<file path="src/rtl/link_controller.sv">
// Half-duplex optical link controller: arbitrates the channel between the
// decoder (RX) and the encoder (TX) and buffers decoded packets in a small FIFO.
`ifndef PACKET_SIZE
`define PACKET_SIZE 8
`endif

module link_controller #(
  parameter int PACKET_SIZE = `PACKET_SIZE,
  parameter int TIMEOUT     = 64,
  parameter int GUARD       = 8,
  parameter int FIFO_DEPTH  = 4
) (
  input  logic                   clock,
  input  logic                   reset,
  input  logic                   signal,
  input  logic                   dec_irq,
  input  logic [PACKET_SIZE-1:0] dec_data,
  output logic                   dec_reset,
  input  logic                   tx_req,
  input  logic                   tx_done,
  output logic                   tx_grant,
  input  logic                   rd_en,
  output logic [PACKET_SIZE-1:0] rx_data,
  output logic                   rx_valid,
  output logic                   overflow,
  output logic                   timeout_err
);
  localparam int ADDR_W  = $clog2(FIFO_DEPTH);
  localparam int PTR_W   = ADDR_W + 1;
  localparam int GUARD_W = $clog2(GUARD + 1);

  typedef enum logic [1:0] {ST_IDLE, ST_RX, ST_TX, ST_GUARD} state_t;

  state_t               state_q, state_d;
  logic [15:0]          timer_q, timer_d;
  logic [GUARD_W-1:0]   guard_cnt_q, guard_cnt_d;
  logic                 irq_prev_q, irq_prev_d;
  logic [PTR_W-1:0]     wr_ptr_q, wr_ptr_d;
  logic [PTR_W-1:0]     rd_ptr_q, rd_ptr_d;
  logic [PACKET_SIZE-1:0] mem [FIFO_DEPTH];

  logic irq_edge, rx_timeout, push;
  logic fifo_empty, fifo_full, do_push, do_pop;

  // The irq edge takes priority over a simultaneous timeout.
  assign irq_edge   = (state_q == ST_RX) && dec_irq && !irq_prev_q;
  assign rx_timeout = (state_q == ST_RX) && !irq_edge && (timer_q == 16'(TIMEOUT - 1));
  assign irq_prev_d = dec_irq;

  always_ff @(posedge clock or posedge reset) begin
    if (reset) begin
      state_q     <= ST_IDLE;
      timer_q     <= '0;
      guard_cnt_q <= '0;
      irq_prev_q  <= 1'b0;
      wr_ptr_q    <= '0;
      rd_ptr_q    <= '0;
    end else begin
      state_q     <= state_d;
      timer_q     <= timer_d;
      guard_cnt_q <= guard_cnt_d;
      irq_prev_q  <= irq_prev_d;
      wr_ptr_q    <= wr_ptr_d;
      rd_ptr_q    <= rd_ptr_d;
    end
  end

  always_ff @(posedge clock) begin
    if (do_push) mem[wr_ptr_q[ADDR_W-1:0]] <= dec_data;
  end

  always_comb begin
    state_d     = state_q;
    timer_d     = timer_q;
    guard_cnt_d = guard_cnt_q;
    case (state_q)
      ST_IDLE: begin
        timer_d     = '0;
        guard_cnt_d = '0;
        if (signal)      state_d = ST_RX;
        else if (tx_req) state_d = ST_TX;
      end
      ST_RX: begin
        timer_d = signal ? 16'd0 : timer_q + 16'd1;
        if (irq_edge || rx_timeout) state_d = ST_IDLE;
      end
      ST_TX: begin
        guard_cnt_d = '0;
        if (tx_done) state_d = ST_GUARD;
      end
      ST_GUARD: begin
        if (guard_cnt_q == GUARD_W'(GUARD - 1)) state_d = ST_IDLE;
        else guard_cnt_d = guard_cnt_q + 1'b1;
      end
      default: state_d = ST_IDLE;
    endcase
  end

  // Decoder is held in reset while our own transmission could echo back.
  always_comb begin
    dec_reset   = (state_q == ST_TX) || (state_q == ST_GUARD) || rx_timeout;
    tx_grant    = (state_q == ST_TX);
    timeout_err = rx_timeout;
    push        = irq_edge;
  end

  always_comb begin
    fifo_empty = (wr_ptr_q == rd_ptr_q);
    fifo_full  = (wr_ptr_q[PTR_W-1] != rd_ptr_q[PTR_W-1]) &&
                 (wr_ptr_q[ADDR_W-1:0] == rd_ptr_q[ADDR_W-1:0]);
    do_pop     = rd_en && !fifo_empty;
    do_push    = push && (!fifo_full || do_pop);
    overflow   = push && fifo_full && !do_pop;
    wr_ptr_d   = do_push ? wr_ptr_q + 1'b1 : wr_ptr_q;
    rd_ptr_d   = do_pop  ? rd_ptr_q + 1'b1 : rd_ptr_q;
    rx_valid   = !fifo_empty;
    rx_data    = fifo_empty ? '0 : mem[rd_ptr_q[ADDR_W-1:0]];
  end

endmodule
</file>
<file path="config.mk">
export PLATFORM = sky130hd
export DESIGN_NAME = link_controller
export DESIGN_NICKNAME = d
export VERILOG_FILES = /design/src/rtl/link_controller.sv
export SDC_FILE = /design/constraint.sdc
export NUM_CORES = 1
export LEC_CHECK = 0
export ABC_CLOCK_PERIOD_IN_PS = 6000
export CORE_ASPECT_RATIO = 0.7
export CORE_MARGIN = 2
export CORE_UTILIZATION = 61
export CTS_CLUSTER_DIAMETER = 30
export CTS_CLUSTER_SIZE = 8
export DETAILED_ROUTE_END_ITERATION = 7
export PLACE_DENSITY_LB_ADDON = 0.25
export SYNTH_ARGS = -nofsm -noshare
export SYNTH_HDL_FRONTEND = slang
export SYNTH_SLANG_ARGS = --single-unit
</file>
<file path="constraint.sdc">
create_clock -name clock -period 6 [get_ports clock]
set_input_delay 1.5 -clock clock [delete_from_list [all_inputs] [get_ports clock]]
set_output_delay 1.5 -clock clock [all_outputs]
set_load 0.01 [all_outputs]
</file>
Word level (Yosys, flattened, before mapping)
Memories as Yosys holds them, arrays and structs flattened.
Cells that the tools add are included.
{"block": "totals", "regBits": 29, "word_cells": 61, "mem_count": 1, "ram_bits": 32}
{"block": "classes", "mux": 13, "n_reduce_logical": 24, "addsub": 4, "eq_ne": 13}
{"name": "mem", "depth": 4, "word_bits": 8, "rd": 1, "rd_clocked_by_memory_dff": 0, "write_ports": 1, "line": "40", "source": "logic [PACKET_SIZE-1:0] mem [FIFO_DEPTH];"}
{"op": "case mux 16 bit (2 select lines)", "n": 1}
{"op": "adder 16 x 1 -> 16 bit (second input constant)", "n": 1}
{"op": "== test 16 x 6 -> 1 bit (second input constant)", "n": 1}
{"op": "2-to-1 mux 16 bit", "n": 1}
{"op": "2-to-1 mux 2 bit", "n": 5}
{"op": "logical AND 1 bit", "n": 9}
{"op": "2-to-1 mux 8 bit", "n": 1}
{"op": "case mux 2 bit (4 select lines)", "n": 1}
{"op": "case mux 4 bit (2 select lines)", "n": 1}
{"op": "adder 3 x 1 -> 3 bit (second input constant)", "n": 2}
{"op": "!= test 2 bit (second input constant)", "n": 3}
{"op": "zero test 1 bit", "n": 5}
{"op": "adder 4 x 1 -> 4 bit (second input constant)", "n": 1}
{"op": "== test 2 bit (second input constant)", "n": 2}
{"op": "== test 4 x 3 -> 1 bit (second input constant)", "n": 1}
{"op": "logical OR 1 bit", "n": 4}
{"op": "2-to-1 mux 4 bit", "n": 1}
{"op": "AND reduction 4 bit", "n": 1}
{"op": "nonzero test 2 bit", "n": 2}
{"op": "== test 3 bit", "n": 1}
{"op": "!= test 3 bit (second input constant)", "n": 1}
{"op": "== test 2 x 1 -> 1 bit (second input constant)", "n": 1}
{"op": "== test 2 bit", "n": 1}
{"op": "zero test 2 bit", "n": 1}
{"op": "other kinds (5)", "n": 6}

Longest topological paths before layout
Gate-level depths: netlist of run 1.
{"block": "logic_depth", "depth_word": 9, "mapped_depth": 7}

Worst setup path before layout of run 1
No wires, ideal clock.
{"block": "synth_path", "path_type": "input to output", "startpoint": "input dec_irq", "endpoint": "output timeout_err", "setup_slack_ps": 2636, "stages": 3, "arrival_ps": 1864, "n_path_buf": 0, "path_cell_list": "nand2b_1 nand3b_1 nor2b_1"}
{"block": "synth_between", "elab_chain_cells": 5}
{"element": "start: declaration", "line": "16", "source": "input logic dec_irq,"}
{"element": "logical AND 1 bit (2 in a row)", "line": "46", "source": "assign irq_edge = (state_q == ST_RX) && dec_irq && !irq_prev_q;"}
{"element": "zero test 1 bit", "line": "47", "source": "assign rx_timeout = (state_q == ST_RX) && !irq_edge && (timer_q == 16'(TIMEOUT - 1));"}
{"element": "logical AND 1 bit (2 in a row)", "line": "47"}
{"element": "end: declaration", "line": "26", "source": "output logic timeout_err"}
Every way passes these cells.

Final worst setup path of run 1
Ends and elaborated chain as after synthesis.

==> results of run 1 <==
-- area by class of cell --
type / count / area [um^2] / share of cell area (%)
tap: 55 / 68.8 / 2.10
multi-input combinational: 139 / 1060 / 32.3
timing repair buffer: 27 / 270 / 8.27
clock inverter: 4 / 16.3 / 0.498
inverter: 7 / 26.3 / 0.804
sequential: 61 / 1690 / 51.6
clock buffer: 12 / 145 / 4.44
-- worst max path at each step --
stage                        from           to
final                     dec_irq  timeout_err
after global routing      dec_irq  timeout_err
after CTS                 dec_irq  timeout_err
after detailed placement  dec_irq  timeout_err
after global placement    dec_irq  timeout_err
after floorplan           dec_irq  timeout_err
-- cells in the final DEF (no fill, tap or decap), types with 4 or more instances in the layout --
cell type and instances:
o21ai_0 17, mux4_2 8, nand3_1 11, o31ai_1 5, dfrtp_1 29, inv_1 7
nand2_1 12, ha_1 7, clkdlybuf4s50_1 27, nand4_1 7, xnor2_1 5, and2_1 13
clkbuf_8 10, nor2b_1 4, a21oi_1 7, edfxtp_1 32
-- through the flow --
step	power, mW	std cells	utilization, %
global placement	1.04	289	70.6
detailed placement	1.05	289	70.6
finish	1.34	305	74.2
global route	1.43	305	74.2
floorplan	0.889	221	-
CTS	1.35	305	74.2
-- layer usage --
metal	up-vias	wire, um	global-route usage (%)
li1	891	-	-
met1	925	2520	31.2
met2	47	2320	32.7
met3	0	274	8.71
met4	0	0	4.76
met5	-	0	0
-- synthesized netlist by cell type (2+ instances only) --
cell type	instances	area [um^2]
edfxtp_1	32	961
dfrtp_1	29	726
o21ai_0	17	85.1
and2_1	13	81.3
nand2_1	12	45.0
nand3_1	11	55.1
clkbuf_1	8	30.0
mux4_2	8	180
a21oi_1	7	35.0
ha_1	7	87.6
inv_1	7	26.3
nand4_1	7	43.8
o31ai_1	5	37.5
xnor2_1	5	43.8
nor2b_1	4	25.0
a31oi_1	3	18.8
buf_2	3	15.0
buf_6	3	33.8
nand3b_1	3	22.5
o211ai_1	3	22.5
o41ai_1	3	26.3
a2bb2oi_1	2	17.5
a41oi_1	2	17.5
and4_1	2	17.5
nand2b_1	2	12.5
nor2_1	2	7.51
nor3_1	2	10.0
nor4_1	2	12.5
or4_1	2	15.0
xor2_1	2	17.5
-- registers in the layout, summed over array words and instances, names as in the netlist --
name,count
mem,32
timer_q,16
guard_cnt_q,4
rd_ptr_q,3
wr_ptr_q,3
state_q,2
irq_prev_q,1
-- report_power, final --
group | internal [mW] | switching (mW)
logic | 0.258 | 0.193
clock network | 0.156 | 0.145
registers | 0.495 | 0.0964
total | 0.910 | 0.435
-- cell families (layout without fill, tap and decap cells) --
kind of cell,Yosys count,in the layout,share of synthesized area [%]
fa+ha+maj,7,7,3.08
simple gates,68,68,14.2
compound gates,47,47,10.6
buf+inv,21,50,3.69
mux,10,10,7.07
xor+xnor,7,7,2.15
flops,61,61,59.2
==> results.tsv, run 1 <==
stage	metric	value	unit
cts	cts_setup_buffers	0	
setup_path	cp_common_cell	clkdlybuf4s50_1	
cells_and_area	nets	267	
timing	slew_violations	0	
cts	cts.sink_count	61	
placement	pre_cts_slack	1660	ps
global_route	grt_pass1_vias	1690	
route	postRouteWirelength	5.11	mm
hold_path	hold_start	wr_ptr_q[2]	
die	fp-row-count	20	
global_route	grt_overflow	0	
setup_path	crit_buf_inv	2	
timing	slew_headroom	27.4	%
setup_path	crit_fanout	3	
timing	setup_ws	1680	ps
timing	clock_skew	6.64	ps
route	drt_pass1_iterations	4	
global_route	track_usage	21.9	%
cells_and_area	area_delta_synth_final	14.8	%
cts	root_buffer	clkbuf_8	
global_route	antenna_found_initial	0	
cts	holdBufCountCts	0	
cells_and_area	num_antenna_cells	0	
setup_path	slowest_delay	540	ps
timing	setup_viol	0	
timing	tns	0	ps
die	die_w	85.7	um
timing	hold_slack	494	ps
placement	gp_congestion	0.759	
placement	hpwl	3.40	mm
die	io_pins	28	
hold_path	hold_class	register to register	
cts	cts_inserted_buffers	9	
placement	placed_area	0.00311	mm^2
power_and_ir_drop	p_per_area	411	mW/mm^2
synthesis	netlist_instances	221	
route	ant_nets	0	
route	drt_iter0_drc	110	
timing	worst_slew_pin_slew	1090	ps
cts	cts.repair.resized	0	
timing	rsz0062_at_grt	false	
hold_path	min_to	wr_ptr_q[2]	
setup_path	r2r-end	mem[1][4]	
cts	clk_pin_slew	60	ps
placement	io_buffers	27	
synthesis	syn_nets	243	
cells_and_area	fin_area	0.00327	mm^2
setup_path	path_depth	5	
setup_path	path_cells	clkdlybuf4s50_1 > nand2b_1 > nand3b_1 > nor2b_1 > clkdlybuf4s50_1	
cts	clk_latency	330	ps
die	die_h	61.2	um
timing	max_freq	231	MHz
setup_path	required	4500	ps
cts	cts_tree	done	
setup_path	crit_path_start_kind	primary input	
setup_path	timing.rr.start	rd_ptr_q[0]	
global_route	grt_max_degree	30	
setup_path	cp_top_family	buffers and inverters	
route	dr_total_vias	1863	
synthesis	synth_edf_count	32	
power_and_ir_drop	leakagePower	1.22	nW
setup_path	crit_type	primary input to primary output	
setup_path	end_kind	primary output	
route	post-route-drc-count	0	
synthesis	syn_area	0.00285	mm^2
synthesis	yosysWarnings	0	
timing	period_minus_slack	4320	ps
cts	htree_levels	3	
run	cap_violations	0	
timing	fin_crit_sh	72.0	%
synthesis	yosysSeqAreaShare	59.2	%
cells_and_area	fillCellCount	305	
hold_path	hold_depth	1	
setup_path	reg2reg_slack	3610	ps
synthesis	syn_avg_cell_area	12.9	um^2
setup_path	arrival	2820	ps
synthesis	async_flop_share	47.5	%
synthesis	synth_cell_type_count	43	
synthesis	synth-seq-cells	61	
cells_and_area	drive_gt1_share	8.80	%
die	die_area	0.00524	mm^2
power_and_ir_drop	ir_drop	0.000263	V
route	viasPerCell	6.11	
timing	hold_viol	0	
die	start_util	64.7	%
setup_path	cp_slowest_cell	clkdlybuf4s50_1	
cts	cts_buffer_depth	2	
die	core-area	0.00440	mm^2
run_status	status	finished clean	
global_route	grt_first_pass_wirelength	8.39	mm
setup_path	worstRegToRegCells	3	
synthesis	ys.flop_type	edfxtp_1	
route	avgRoutedWirePerCell	16.8	um
(Power assumes the default switching activity.)
==> inputs of run 2 (changes only) <==
--- a/config.mk
+++ b/config.mk
@@ -5,10 +5,10 @@
 export SDC_FILE = /design/constraint.sdc
 export NUM_CORES = 1
 export LEC_CHECK = 0
-export ABC_CLOCK_PERIOD_IN_PS = 6000
+export ABC_CLOCK_PERIOD_IN_PS = 4400
 export CORE_ASPECT_RATIO = 0.7
 export CORE_MARGIN = 2
-export CORE_UTILIZATION = 61
+export CORE_UTILIZATION = 56
 export CTS_CLUSTER_DIAMETER = 30
 export CTS_CLUSTER_SIZE = 8
 export DETAILED_ROUTE_END_ITERATION = 7
==> constraint.sdc (replaced) <==
create_clock -name clock -period 4.4 [get_ports clock]
set_input_delay 1.1 -clock clock [delete_from_list [all_inputs] [get_ports clock]]
set_output_delay 1.1 -clock clock [all_outputs]
set_load 0.01 [all_outputs]
==> run 2 against run 1 <==
Compared with the run above:
- wire length increased by 1.4%
- worst setup slack got worse by 1100 ps
- global-route usage decreased by 0.59 points
- via count increased by 0.81%
- register-to-register slack got worse by 1600 ps
- clock skew about the same
- non-clock buffer count unchanged
- count of clock-buffer cells in the layout decreased by 1
- combinational power increased by 38%
- critical endpoint is now dec_reset
- largest cell class unchanged
- highest routed layer is now met4
==> results.tsv, run 2 (synthesis gave the netlist of run 1 again) <==
stage	metric	value	unit
timing	hold_viol	0	
timing	period_minus_slack	3780	ps
setup_path	crit_fanout	6	
setup_path	arrival	2680	ps
cts	holdBufCountCts	0	
die	core-area	0.00483	mm^2
die	die_w	89.2	um
cells_and_area	nets	267	
hold_path	hold_depth	1	
route	ant_nets	0	
route	postRouteWirelength	5.18	mm
cts	cts_buffer_depth	2	
cells_and_area	num_antenna_cells	0	
timing	setup_viol	0	
timing	slew_headroom	26.5	%
cts	cts_tree	done	
placement	gp_congestion	0.824	
run_status	status	finished clean	
global_route	track_usage	21.3	%
timing	setup_ws	623	ps
global_route	grt_max_degree	30	
die	start_util	58.9	%
run	cap_violations	0	
cts	htree_levels	3	
cells_and_area	area_delta_synth_final	17.8	%
die	fp-row-count	21	
setup_path	required	3300	ps
cells_and_area	regArea	0.00169	mm^2
setup_path	worstRegToRegCells	3	
die	io_pins	28	
die	die_area	0.00568	mm^2
route	drt_iter0_drc	175	
timing	rsz0062_at_grt	false	
cts	cts_inserted_buffers	9	
timing	max_freq	265	MHz
setup_path	crit_type	register to primary output	
route	post-route-drc-count	0	
cells_and_area	final_cell_mix	32 x edfxtp_1, 29 x dfrtp_1, 27 x clkdlybuf4s50_1, 17 x o21ai_0, 13 x and2_1	
cts	cts_setup_buffers	0	
cts	clk_pin_slew	70	ps
placement	io_buffers	27	
timing	slew_violations	0	
global_route	antenna_found_initial	0	
route	viasPerCell	5.89	
timing	fin_crit_sh	85.8	%
route	drt_pass1_iterations	5	
cts	cts.sink_count	61	
die	die_h	63.7	um
placement	dp_cells	303	
power_and_ir_drop	ir_drop	0.000413	V
placement	placed_area	0.00313	mm^2
cts	clk_latency	330	ps
power_and_ir_drop	p_per_area	598	mW/mm^2
global_route	grt_first_pass_wirelength	8.85	mm
cts	root_buffer	clkbuf_8	
timing	tns	0	ps
setup_path	end_kind	primary output	
power_and_ir_drop	leakagePower	1.25	nW
power_and_ir_drop	total_power	2.01	mW
route	avgRoutedWirePerCell	16.2	um
timing	worst_slew_pin_slew	1100	ps
cells_and_area	utilization	69.4	%
cells_and_area	fin_area	0.00336	mm^2
cells_and_area	largest_register_ffs	32	
placement	hpwl	3.34	mm
timing	hold_slack	485	ps
global_route	grt_pass1_vias	1824	
cells_and_area	fillCellCount	357	
hold_path	hold_class	register to register	
timing	clock_skew	6.26	ps
placement	pre_cts_slack	883	ps
route	dr_total_vias	1878	
cells_and_area	post_layout_nonfiller_instances	319	
cells_and_area	drive_gt1_share	9.60	%
global_route	grt_overflow	0	
setup_path	crit_path_start_kind	register	
cells_and_area	multi_input_area	0.00106	mm^2
cts	cts.repair.resized	0	
cells_and_area	final_common_cell	edfxtp_1	
run 2: cell types whose count changed in the layout (fill, tap and decap cells not counted), sizes merged:
cell	before	now
bufinv	0	3
clkinv	4	2
clkbuf	12	11
run 2: critical path, cell delays in order, from the launching register on:
cell and delay (ps):
dfrtp_1 370, ha_1 240, and4_1 330, nand4b_1 120, nor4_1 510, a31o_2 240
clkdlybuf4s50_1 530
run 2: layer usage:
metal | GRT usage [%] | up-vias | routed length (um) | part of all wire (%)
met5 | 0 | - | 0 | 0
met1 | 31.2 | 907 | 2470 | 48
met3 | 8.26 | 9 | 341 | 6.6
met4 | 6.16 | 0 | 81 | 1.6
met2 | 29.8 | 67 | 2290 | 44
li1 | - | 895 | - | -
run 2: path summary, 6_finish.rpt:
path	from	end	slack, ps
max	timer_q[0]	dec_reset	620
min	wr_ptr_q[2]	wr_ptr_q[2]	480
max reg2reg	rd_ptr_q[0]	mem[3][0]	1970
min reg2reg	wr_ptr_q[2]	wr_ptr_q[2]	480
max in group asynchronous	reset	timer_q[13]	2390
min in group asynchronous	reset	timer_q[15]	1350
run 2: power breakdown:
| part | internal, mW | switching (mW) |
|---|---|---|
| Sequential | 0.675 | 0.133 |
| Clock | 0.374 | 0.202 |
| Combinational | 0.353 | 0.271 |
| Total | 1.40 | 0.606 |
run 2: area by class of cell:
type | instances | area share, %
Clock buffer | 11 | 3.91
Tap cell | 69 | 2.57
Clock inverter | 5 | 2.95
Multi-Input combinational cell | 139 | 31.5
Timing Repair Buffer | 27 | 8.05
Sequential cell | 61 | 50.3
Inverter | 7 | 0.783
==> inputs of run 3 (changes only) <==
--- a/config.mk
+++ b/config.mk
@@ -6,9 +6,8 @@
 export NUM_CORES = 1
 export LEC_CHECK = 0
 export ABC_CLOCK_PERIOD_IN_PS = 4400
-export CORE_ASPECT_RATIO = 0.7
 export CORE_MARGIN = 2
-export CORE_UTILIZATION = 56
+export CORE_UTILIZATION = 45
 export CTS_CLUSTER_DIAMETER = 30
 export CTS_CLUSTER_SIZE = 8
 export DETAILED_ROUTE_END_ITERATION = 7
==> run 3 against run 2 <==
Compared with the run above:
- global-route usage is 5.1 points lower
- utilization is 14 points lower
- register-to-register slack better by 30 ps
- critical path type unchanged
- highest routed layer unchanged
==> results.tsv, run 3 (synthesis gave the netlist of run 1 again) <==
stage	metric	value	unit
timing	rsz0062_at_grt	false	
placement	io_buffers	27	
route	avgRoutedWirePerCell	15.8	um
route	ant_nets	0	
cts	cts_setup_buffers	0	
cts	htree_levels	3	
global_route	grt_pass1_vias	1830	
setup_path	crit_fanout	6	
setup_path	arrival	2600	ps
timing	clock_skew	7.84	ps
die	die_h	83.6	um
timing	fin_crit_sh	84.1	%
global_route	globalRoute.busiestLayer	met2	
cts	clk_latency	330	ps
cells_and_area	final_common_cell	edfxtp_1	
die	core-area	0.00603	mm^2
timing	slew_headroom	44.3	%
setup_path	crit_path_start_kind	register	
cells_and_area	drive_gt1_share	10.3	%
setup_path	cp_slowest_cell	clkdlybuf4s50_1	
cts	cts.repair.resized	0	
route	dr_total_vias	1827	
route	drt_pass1_iterations	4	
timing	worst_slew_pin_slew	836	ps
setup_path	required	3300	ps
setup_path	end_kind	primary output	
cts	cts_inserted_buffers	9	
global_route	use_met2	24.8	%
placement	placed_area	0.00315	mm^2
die	die_area	0.00698	mm^2
global_route	grt_max_degree	30	
power_and_ir_drop	ir_drop	0.000328	V
cts	holdBufCountCts	0	
global_route	use_met1	21.5	%
die	start_util	47.3	%
die	fp-row-count	28	
timing	setup_viol	0	
power_and_ir_drop	p_per_area	568	mW/mm^2
route	drt_iter0_drc	122	
die	die_w	83.6	um
cts	cts_tree	done	
cts	clk_pin_slew	70	ps
timing	tns	0	ps
die	io_pins	28	
cells_and_area	area_delta_synth_final	16.9	%
run	cap_violations	0	
global_route	grt_first_pass_wirelength	8.89	mm
placement	hpwl	3.38	mm
timing	period_minus_slack	3700	ps
route	post-route-drc-count	0	
placement	pre_cts_slack	855	ps
global_route	gr-usage-met3	3.76	%
cts	root_buffer	clkbuf_8	
setup_path	path_cells	ha_1 > and4_1 > nand4b_1 > nor4_1 > a31o_2 > clkdlybuf4s50_1	
cells_and_area	nets	269	
cells_and_area	final_cell_mix	32 x edfxtp_1, 29 x dfrtp_1, 27 x clkdlybuf4s50_1, 17 x o21ai_0, 13 x and2_1	
timing	hold_viol	0	
power_and_ir_drop	leakagePower	1.24	nW
global_route	track_usage	16.3	%
hold_path	hold_class	register to register	
setup_path	slowest_delay	530	ps
cells_and_area	fin_area	0.00333	mm^2
setup_path	cp_top_family	simple AND/OR/NAND/NOR gates	
placement	gp_congestion	0.763	
route	postRouteWirelength	5.16	mm
timing	max_freq	270	MHz
setup_path	crit_buf_inv	1	
cells_and_area	largest_register_ffs	32	
cells_and_area	utilization	55.2	%
setup_path	crit_type	register to primary output	
timing	slew_violations	0	
run_status	status	finished clean	
power_and_ir_drop	total_power	1.89	mW
cts	cts_buffer_depth	2	
cts	cts.sink_count	61	
global_route	antenna_found_initial	0	
global_route	grt_overflow	0	
cells_and_area	num_antenna_cells	0	
route	viasPerCell	5.59	
timing	setup_ws	701	ps
## run 3: report_power, final
group / leakage [nW] / internal, mW / switching (mW)
logic: 0.472 / 0.359 / 0.286
registers: 0.674 / 0.676 / 0.107
clock network: 0.0953 / 0.252 / 0.210
total: 1.24 / 1.29 / 0.604
## run 3: path summary, 6_finish.rpt
path | startpoint | endpoint | slack (ps) | cells past startpoint
max | timer_q[0] | dec_reset | 700 | 6
min | rd_ptr_q[2] | rd_ptr_q[2] | 490 | 1
max reg2reg | state_q[1] | mem[3][7] | 2000 | 3
min reg2reg | rd_ptr_q[2] | rd_ptr_q[2] | 490 | 1
max in group asynchronous | reset | irq_prev_q | 2980 | 3
min in group asynchronous | reset | timer_q[4] | 1150 | 3
## run 3: cell type report
class,instances,area (um^2)
fill,521,2700
sequential,61,1690
multi-input combinational,139,1060
timing repair buffer,29,285
clock buffer,9,124
tap,75,93.8
clock inverter,7,56.3
inverter,7,26.3
## run 3: layer usage
| metal | wire length [um] | up-vias |
|---|---|---|
| met5 | 0 | - |
| met4 | 127 | 0 |
| met3 | 159 | 12 |
| met2 | 2480 | 38 |
| met1 | 2390 | 883 |
| li1 | - | 894 |
## run 3: per-stage QoR
step	cells	hold WS, ps
floorplan	221	457
global placement	311	478
detailed placement	311	479
CTS	327	493
global route	327	513
finish	327	488
